[src/rtl/hilo_mult_unit_pkg.sv]
// Shared definitions for the HI/LO multiply unit: FSM state encoding and
// the default operand width.
package hilo_mult_unit_pkg;

    localparam int DATA_W_DEFAULT = 32;

    typedef enum logic [1:0] {
        IDLE = 2'd0,
        CALC = 2'd1,
        DONE = 2'd2
    } state_t;

endpackage

[src/rtl/hilo_mult_unit.sv]
// hilo_mult_unit: iterative radix-2 shift-add multiplier feeding the HI/LO
// register pair, with mthi/mtlo write ports for software access.
// Optional macro MULT_SIGNED_EN: when defined, is_signed selects a signed
// multiply (magnitudes multiplied, result negated when the signs differ);
// when undefined every multiply is unsigned and the sign logic is absent.
module hilo_mult_unit
    import hilo_mult_unit_pkg::*;
#(
    parameter int DATA_W = DATA_W_DEFAULT
) (
    input  logic              clk,
    input  logic              Reset,
    input  logic              start,
    input  logic              is_signed,
    input  logic [DATA_W-1:0] ReadData1,
    input  logic [DATA_W-1:0] ReadData2,
    input  logic              hi_we,
    input  logic              lo_we,
    input  logic [DATA_W-1:0] wdata,
    output logic              busy,
    output logic              done,
    output logic [DATA_W-1:0] HI,
    output logic [DATA_W-1:0] LO
);

    localparam int CNT_W = (DATA_W > 1) ? $clog2(DATA_W) : 1;
    localparam logic [CNT_W-1:0] LAST_ITER = CNT_W'(DATA_W - 1);

    state_t              state;
    state_t              state_next;
    logic [CNT_W-1:0]    iter_cnt;
    logic [2*DATA_W-1:0] acc;
    logic [2*DATA_W-1:0] mcand;
    logic [DATA_W-1:0]   mplier;
    logic [DATA_W-1:0]   mag_a;
    logic [DATA_W-1:0]   mag_b;
    logic [2*DATA_W-1:0] acc_sum;
    logic [2*DATA_W-1:0] product;
    logic                last_iter;

`ifdef MULT_SIGNED_EN
    logic start_neg;
    logic neg_result;
`else
    logic is_signed_unused;
    assign is_signed_unused = is_signed;
`endif

    assign last_iter = (iter_cnt == LAST_ITER);

    // Operand conditioning: reduce signed operands to unsigned magnitudes.
    always_comb begin
        mag_a = ReadData1;
        mag_b = ReadData2;
`ifdef MULT_SIGNED_EN
        start_neg = is_signed & (ReadData1[DATA_W-1] ^ ReadData2[DATA_W-1]);
        if (is_signed && ReadData1[DATA_W-1]) begin
            mag_a = -ReadData1;
        end
        if (is_signed && ReadData2[DATA_W-1]) begin
            mag_b = -ReadData2;
        end
`endif
    end

    // One shift-add step and the final (optionally negated) product.
    always_comb begin
        acc_sum = acc;
        if (mplier[0]) begin
            acc_sum = acc + mcand;
        end
`ifdef MULT_SIGNED_EN
        product = neg_result ? -acc_sum : acc_sum;
`else
        product = acc_sum;
`endif
    end

    // FSM state register.
    always_ff @(posedge clk or negedge Reset) begin
        if (!Reset) begin
            state <= IDLE;
        end else begin
            state <= state_next;
        end
    end

    // FSM next-state decode and status outputs.
    always_comb begin
        state_next = state;
        busy       = 1'b0;
        done       = 1'b0;
        case (state)
            IDLE: begin
                if (start) begin
                    state_next = CALC;
                end
            end
            CALC: begin
                busy = 1'b1;
                if (last_iter) begin
                    state_next = DONE;
                end
            end
            DONE: begin
                busy       = 1'b1;
                done       = 1'b1;
                state_next = IDLE;
            end
            default: begin
                state_next = IDLE;
            end
        endcase
    end

    // Datapath: operand latch, iteration, product load and mthi/mtlo writes.
    always_ff @(posedge clk or negedge Reset) begin
        if (!Reset) begin
            iter_cnt <= '0;
            acc      <= '0;
            mcand    <= '0;
            mplier   <= '0;
            HI       <= '0;
            LO       <= '0;
`ifdef MULT_SIGNED_EN
            neg_result <= 1'b0;
`endif
        end else begin
            case (state)
                IDLE: begin
                    if (start) begin
                        iter_cnt <= '0;
                        acc      <= '0;
                        mcand    <= {{DATA_W{1'b0}}, mag_a};
                        mplier   <= mag_b;
`ifdef MULT_SIGNED_EN
                        neg_result <= start_neg;
`endif
                    end else begin
                        if (hi_we) begin
                            HI <= wdata;
                        end
                        if (lo_we) begin
                            LO <= wdata;
                        end
                    end
                end
                CALC: begin
                    acc      <= acc_sum;
                    mcand    <= mcand << 1;
                    mplier   <= mplier >> 1;
                    iter_cnt <= iter_cnt + 1'b1;
                    if (last_iter) begin
                        HI <= product[2*DATA_W-1:DATA_W];
                        LO <= product[DATA_W-1:0];
                    end
                end
                default: begin
                end
            endcase
        end
    end

endmodule

[config.mk]
export PLATFORM = sky130hd
export DESIGN_NAME = hilo_mult_unit
export DESIGN_NICKNAME = d
export VERILOG_FILES = /design/src/rtl/hilo_mult_unit_pkg.sv /design/src/rtl/hilo_mult_unit.sv
export SDC_FILE = /design/constraint.sdc
export NUM_CORES = 1
export LEC_CHECK = 0
export ABC_AREA = 1
export CORE_ASPECT_RATIO = 0.5
export CORE_UTILIZATION = 55
export DETAILED_ROUTE_END_ITERATION = 10
export GPL_ROUTABILITY_DRIVEN = 0
export PLACE_DENSITY = 0.78
export SLEW_MARGIN = 20
export SYNTH_ARGS = -nofsm -noshare
export SYNTH_HDL_FRONTEND = slang
export SYNTH_SLANG_ARGS = --single-unit
export TNS_END_PERCENT = 100
[constraint.sdc]
create_clock -name clk -period 3.2 [get_ports clk]
set_clock_uncertainty 0.15 [all_clocks]
set_input_delay 0.48 -clock clk [delete_from_list [all_inputs] [get_ports clk]]
set_output_delay 0.48 -clock clk [all_outputs]
set_load 0.02 [all_outputs]
==> results by group, run 1 <==
Status
  – Status: finished, final reports clean

STA
  – Worst slew pin tran: 0.650 ns
  – # setup viols final: 0
  – Setup TNS Final: 0 ns
  – Fmax: 366 MHz
  – Fin crit period: 2.73 ns
  – Crit share post-route: 85.4%
  – RSZ-0062 raised after global routing: false
  – Final hold violations: 0
  – Final Max Slew Viols: 0
  – Rel. slew slack: 56.7%

Worst setup path
  – Reg2Reg Depth: 17
  – Worst Path Max Fanout: 5
  – WP data arrival: 3.00 ns
  – Crit Path Class: reg -> reg
  – Reg2reg setup slack: 0.47 ns
  – CP Capture Type: flip-flop
  – Reg-to-Reg Start: acc[0]
  – CP startpoint kind: flip-flop
  – RR Endpoint: HI[12]
  – Req. time, crit path: 3.46 ns

Synthesis
  – Synth async-reset ratio: 100%
  – Synth warn: 0
  – Register area share after synthesis: 35.2%
  – Post-synth EDFFs: 0
  – Post-Syn Area: 0.0164 mm^2
  – Syn nets: 2693
  – Ys flop type: dfrtp_1
  – Avg Inst Size Synth: 6.52 um^2
  – Synth unique cells: 42
  – Cell count after synthesis: 2522
  – Register bit total from synthesis: 231

Drt
  – WL/cell: 15.9 um
  – Final ANT Viol Nets: 0
  – Detailed Route WL: 48.6 mm
  – Vias post-DR: 16300
  – Via/cell ratio: 5.33
  – 1st-pass router iterations: 9
  – Initial DRC Count: 1828
  – # DRC: 0

Clock network
  – Clock sinks: 231
  – Root Buffer: clkbuf_16
  – TritonCTS clock tree: done
  – Clock transition at path regs: 0.07 ns
  – H-Tree Depth: 1
  – Worst-case clock buffer depth: 3
  – Worst-skew pair later-pin latency: 0.56 ns
  – CTS Buf Count: 22
  – Post-CTS Setup Inserts: 0

Global routing
  – Largest net degree at the start of global routing: 163
  – GR Overflow Total: 0
  – Global-route wire length before repair: 77.7 mm
  – Total global-route track usage: 32.2%
  – Initial antenna violation count: 0
  – Number of global-route vias before repair: 14900

Die
  – DIE AREA: 0.0306 mm^2
  – Die height: 124 um
  – Core area: 0.0292 mm^2
  – Initial Util: 56.3%
  – Cell Rows: 44
  – Die Width: 246 um
  – IO Pins: 168

Flow run
  – Max-cap violations: 0

Final layout
  – Final std cells w/o fill: 3053
  – Fraction of layout instances using a drive strength above 1: 6.95%
  – Area Overhead vs Synth: 17.1%
  – Number of antenna diodes: 0
  – Cell area after layout: 0.0193 mm^2
  – Final net count: 2817

Power and ir drop
  – Worst VDD drop: 0.836 mV
  – Lkg Pwr: 9.85 nW
  – Power density cells: 979 mW/mm^2

Place
  – # port buffers: 166
  – Placed inst area: 0.0185 mm^2
  – Hpwl dp: 37.1 mm
  – Post-Place Cells: 3012

Worst hold path
  – Hold WC Path Type: in -> async
[per-stage QoR]
stage                     power [mW]  utilization, %  setup slack (ns)  hold WS [ns]
after floorplan                 12.4               -             0.954        0.0344
after global placement          15.6            63.4             0.597         0.318
after detailed placement        15.9            63.4             0.505         0.328
after CTS                       18.7            66.0             0.510         0.341
after global routing            20.3            66.0             0.201         0.374
final                           18.8            66.0             0.467         0.340
[flip-flops by register name, indices dropped and copies added, names as in the netlist]
name,cells
acc,64
LO,32
iter_cnt,5
mcand,64
mplier,32
HI,32
state,2
[final cells by class]
class	count	area (um^2)
tap	391	489
inverter	425	1600
timing repair buffer	187	1930
fill	2650	9930
clock buffer	31	636
clock inverter	9	118
sequential	231	5780
multi-input combinational	1779	8700
[cells in the final DEF, fill, tap and decap left out, drive strengths merged]
master | Yosys | final
nand2 | 824 | 824
inv | 421 | 425
nor2 | 361 | 361
dfrtp | 231 | 231
clkdlybuf4s50 | 0 | 165
a21oi | 138 | 138
o21ai | 119 | 119
nand3 | 95 | 95
ha | 68 | 68
o211ai | 51 | 51
o22ai | 31 | 31
a31oi | 31 | 31
clkbuf | 58 | 31
buf | 27 | 21
xnor2 | 17 | 17
nor3 | 13 | 13
xor2 | 9 | 9
nand4 | 9 | 9
clkinv | 4 | 5
nor4 | 5 | 5
or2 | 4 | 4
bufinv | 0 | 2
clkinvlp | 0 | 2
o21bai | 1 | 1
a21o | 1 | 1
a22o | 1 | 1
fa | 1 | 1
dlygate4sd3 | 0 | 1
[synthesized netlist by cell type, types with 9 or more instances]
library cell | count | area [um^2]
nand2_1 | 780 | 2930
inv_1 | 415 | 1560
nor2_1 | 325 | 1220
dfrtp_1 | 231 | 5780
a21oi_1 | 129 | 646
nand3_1 | 79 | 395
o21ai_0 | 69 | 345
ha_1 | 68 | 851
clkbuf_1 | 56 | 210
o211ai_1 | 51 | 383
nand2_2 | 44 | 275
o21ai_1 | 44 | 220
a31oi_1 | 31 | 194
o22ai_1 | 31 | 194
nor2_2 | 30 | 188
xnor2_1 | 17 | 149
nand3_2 | 16 | 160
buf_2 | 14 | 70.1
buf_1 | 12 | 45.0
nor3_1 | 11 | 55.1
a21oi_2 | 9 | 78.8
nand4_1 | 9 | 56.3
xor2_1 | 9 | 78.8
[critical path, cell delays in order (launching register included)]
cell and delay, ns:
dfrtp_1 0.38, ha_1 0.20, inv_1 0.07, fa_1 0.36, inv_1 0.15, nand3_1 0.11
nand2_1 0.14, nand2_1 0.09, nand2_2 0.10, nand2_1 0.07, nand2_2 0.12, nand2_1 0.08
nand2_2 0.16, nand2_1 0.13, nand3_1 0.09, nand3_1 0.08, nand2_1 0.10, a21oi_1 0.06
[per-layer routing]
metal | track usage (%) | vias up | share of wire [%]
met2 | 48.0 | 613 | 43
met4 | 6.46 | 0 | 2.2
met1 | 47.6 | 7449 | 45
met3 | 7.16 | 90 | 9.9
met5 | 0 | - | 0
li1 | - | 8118 | -
[worst max-delay path by stage]
| stage | from | end | slack [ns] | cells after the start |
|---|---|---|---|---|
| detailed placement | acc[0] | HI[12] | 0.51 | 18 |
| global placement | acc[0] | HI[12] | 0.60 | 17 |
| CTS | acc[0] | HI[12] | 0.51 | 17 |
| global route | acc[0] | acc[44] | 0.20 | 18 |
| floorplan | acc[0] | acc[60] | 0.95 | 17 |
| finish | acc[0] | HI[12] | 0.47 | 17 |
[what timing repair did]
action | 4_1_cts | 5_1_grt
setup endpoints to repair | 0 | 0
resized for setup | 0 | 0
hold buffers | 1 | 0
hold endpoints to repair | 72 | 0
[power by group]
part / internal [mW] / switching [mW]
clock network: 1.57 / 1.23
logic: 3.81 / 7.02
registers: 4.19 / 1.03
[logic make-up (layout without fill, tap and decap cells)]
group / count (synthesis) / count (layout) / synth area share, %
buffers and inverters: 512 / 652 / 12.0
XOR/XNOR: 26 / 26 / 1.39
flip-flops: 231 / 231 / 35.2
AND/OR/NAND/NOR: 1311 / 1311 / 33.1
AO/OA/AOI/OAI: 373 / 373 / 13.0
adder cells (fa/ha/maj): 69 / 69 / 5.30
(Power assumes the default switching activity.)
==> inputs of run 2 (changes only) <==
- CORE_UTILIZATION: 55 -> 53
- clock period: 3.2 -> 2.5 ns (I/O delays scaled with it)
==> run 2 against run 1 <==
  * Sequential cell count stayed put
  * Count of clock-buffer cells in the layout down 4
  * Total power grew 38%
  * Critical path type unchanged
  * Non-clock buffer count grew 29
  * First-iteration DRC count rose by 0.33%
  * Highest routed layer unchanged
  * Register-to-register slack got worse by 0.41 ns
==> results by group, run 2 (synthesis gave the netlist of run 1 again) <==
Drt
  – WL/cell: 16.3 um (+2.5%)
  – DR WL met2: 22.0 mm (+6.1%)
  – Vias post-DR: 16600 (+2.1%)
  – # DRC: 0 (unchanged)
  – Wire length on met1: 22.6 mm (+2.7%)
  – Met3 wire len: 4.42 mm (-8.0%)
  – Via/cell ratio: 5.38 (+0.87%)
  – DR top layer: met4
  – Initial DRC Count: 1834 (+0.33%)
  – 1st-pass router iterations: 5 (-4)
  – Final ANT Viol Nets: 0 (unchanged)
  – Detailed Route WL: 50.4 mm (+3.7%)

Worst setup path
  – CP Cell Sequence: ha_4, buf_4, nand2_1, nand2_1, inv_1, nand2_1, inv_1, nand2_1, buf_4, nand2_1, nand2_1, nand2_1, nand4_1, nand3_1, nand2_2, a21oi_1
  – Crit path largest cell delay: 0.45 ns (+0.07 ns)
  – Crit Path Class: reg -> reg
  – CP Capture Type: flip-flop
  – Worst Path Max Fanout: 3 (-2)
  – Req. time, crit path: 2.77 ns (-0.69 ns)
  – Most used cell, CP: nand2_1
  – WP data arrival: 2.71 ns (-0.29 ns)
  – Slowest CP cell: dfrtp_1
  – CP startpoint kind: flip-flop

Clock network
  – TritonCTS clock tree: done
  – CTS Buf Count: 22 (unchanged)
  – Worst-skew pair later-pin latency: 0.56 ns (about the same)
  – Clock sinks: 231 (unchanged)
  – Clock transition at path regs: 0.07 ns (about the same)
  – Root Buffer: clkbuf_16
  – H-Tree Depth: 1 (unchanged)
  – Worst-case clock buffer depth: 3 (unchanged)

Final layout
  – Top Registers: acc (64), mcand (64)
  – FILL cells: 2571 (-3.0%)
  – Final net count: 2846 (+1.0%)
  – Fraction of layout instances using a drive strength above 1: 12.9% (+6.0 points)
  – Commonest non-fill, non-tap cell in the layout: nand2_1
  – Area Overhead vs Synth: 24.2%
  – Most frequent cells in the layout: nand2_1 (745), inv_1 (410), nor2_1 (308)
  – Final core occ: 67.1% (+1.2 points)
  – Number of antenna diodes: 0 (unchanged)

Power and ir drop
  – Power density cells: 1280 mW/mm^2 (+30%)
  – Lkg Pwr: 10.0 nW (+1.9%)
  – Worst VDD drop: 1.16 mV (+39%)

STA
  – Fmax: 409 MHz (+12%)
  – # setup viols final: 0 (unchanged)
  – RSZ-0062 raised after global routing: true
  – Rel. slew slack: 56.5% (-0.16 points)
  – Crit share post-route: 97.8% (+12 points)
  – Worst hold slack: 0.207 ns (-0.134 ns)
  – Final Max Slew Viols: 0 (unchanged)
  – Final hold violations: 0 (unchanged)
  – Fin crit period: 2.44 ns (-0.289 ns)
  – Worst slew pin tran: 0.646 ns (-0.00445 ns)

Die
  – Core area: 0.0304 mm^2 (+4.2%)
  – DIE AREA: 0.0318 mm^2 (+3.7%)
  – Initial Util: 54.1% (-2.3 points)
  – Die Width: 251 um (+1.9%)
  – Cell Rows: 45 (+2.3%)
  – IO Pins: 168 (unchanged)
  – Die height: 127 um (+1.8%)

Global routing
  – Number of global-route vias before repair: 15000 (+1.0%)
  – Largest net degree at the start of global routing: 102 (-37%)
  – Initial antenna violation count: 0 (unchanged)
  – Global-route wire length before repair: 77.8 mm (+0.21%)
  – GR Overflow Total: 0 (unchanged)
  – Total global-route track usage: 31.0% (-1.2 points)

Flow run
  – Max-cap violations: 0 (unchanged)

Place
  – # port buffers: 166 (unchanged)
  – Hpwl dp: 37.6 mm (+1.4%)

Worst hold path
  – Hold WC Path Type: in -> async

Status
  – Status: finished, final reports clean
[run 2: changes by cell type in the layout (fill, tap and decap cells not counted), sizes merged, moves of 2 or more]
cell | previous run | this run
clkinvlp | 2 | 4
inv | 425 | 422
clkbuf | 31 | 27
bufinv | 2 | 4
clkinv | 5 | 8
buf | 21 | 50
[run 2: repair_timing]
item	in CTS	in global routing
pin swaps	1	18
resized for setup	4	163
setup buffers	1	5
gates cloned	0	0
hold buffers	1	0
hold endpoints to repair	55	0
endpoints found under the setup margin	16	98
[run 2: worst paths after layout]
kind | endpoint | startpoint | cells after the start | slack [ns]
min in group clk | mplier[25] | ReadData2[25] | 3 | 0.23
worst min register to register | iter_cnt[4] | iter_cnt[4] | 2 | 0.35
worst max-delay path | HI[22] | mcand[29] | 16 | 0.06
worst min-delay path | acc[59] | Reset | 2 | 0.21
worst max register to register | HI[22] | mcand[29] | 16 | 0.06
max in group asynchronous | mcand[18] | Reset | 3 | 1.17
[run 2: stage by stage]
step,cells,cell area (um^2),TNS (ns),total power [mW],worst slack (ns)
after floorplan,2522,16400,0,15.9,0.254
final,3090,20400,0,26.1,0.0560
after global placement,3043,18700,0,20.3,0.0397
after global routing,3090,20400,-0.228,27.9,-0.0329
after CTS,3085,19500,0,24.5,0.0121
after detailed placement,3043,18700,-0.209,20.7,-0.0360
[run 2: power by group]
part,internal [mW],switching [mW],leakage (nW)
Sequential,5.37,1.47,2.85
Combinational,5.87,9.56,6.80
Clock,2.19,1.59,0.388
[run 2: critical path: cells and delay by family, from the launching register on]
| kind | cells | cell delay [ns] |
|---|---|---|
| buf+inv | 4 | 0.36 |
| fa+ha+maj | 1 | 0.31 |
| compound gates | 1 | 0.06 |
| flops | 1 | 0.45 |
| simple gates | 10 | 0.97 |
[run 2: area by class of cell]
class,count,area [um^2],area share [%]
repair buffers,216,2180,10.7
clock buffers,27,619,3.03
inverters,425,1600,7.83
multi-input cells,1779,9530,46.7
flip-flops and latches,231,5790,28.4
clock inverters,13,194,0.950
well taps,399,499,2.45
[run 2: routing by layer]
| metal | vias up | global-route usage, % |
|---|---|---|
| met4 | 0 | 8.21 |
| met2 | 594 | 47.0 |
| li1 | 8176 | - |
| met5 | - | 0 |
| met1 | 7753 | 45.3 |
| met3 | 88 | 5.77 |
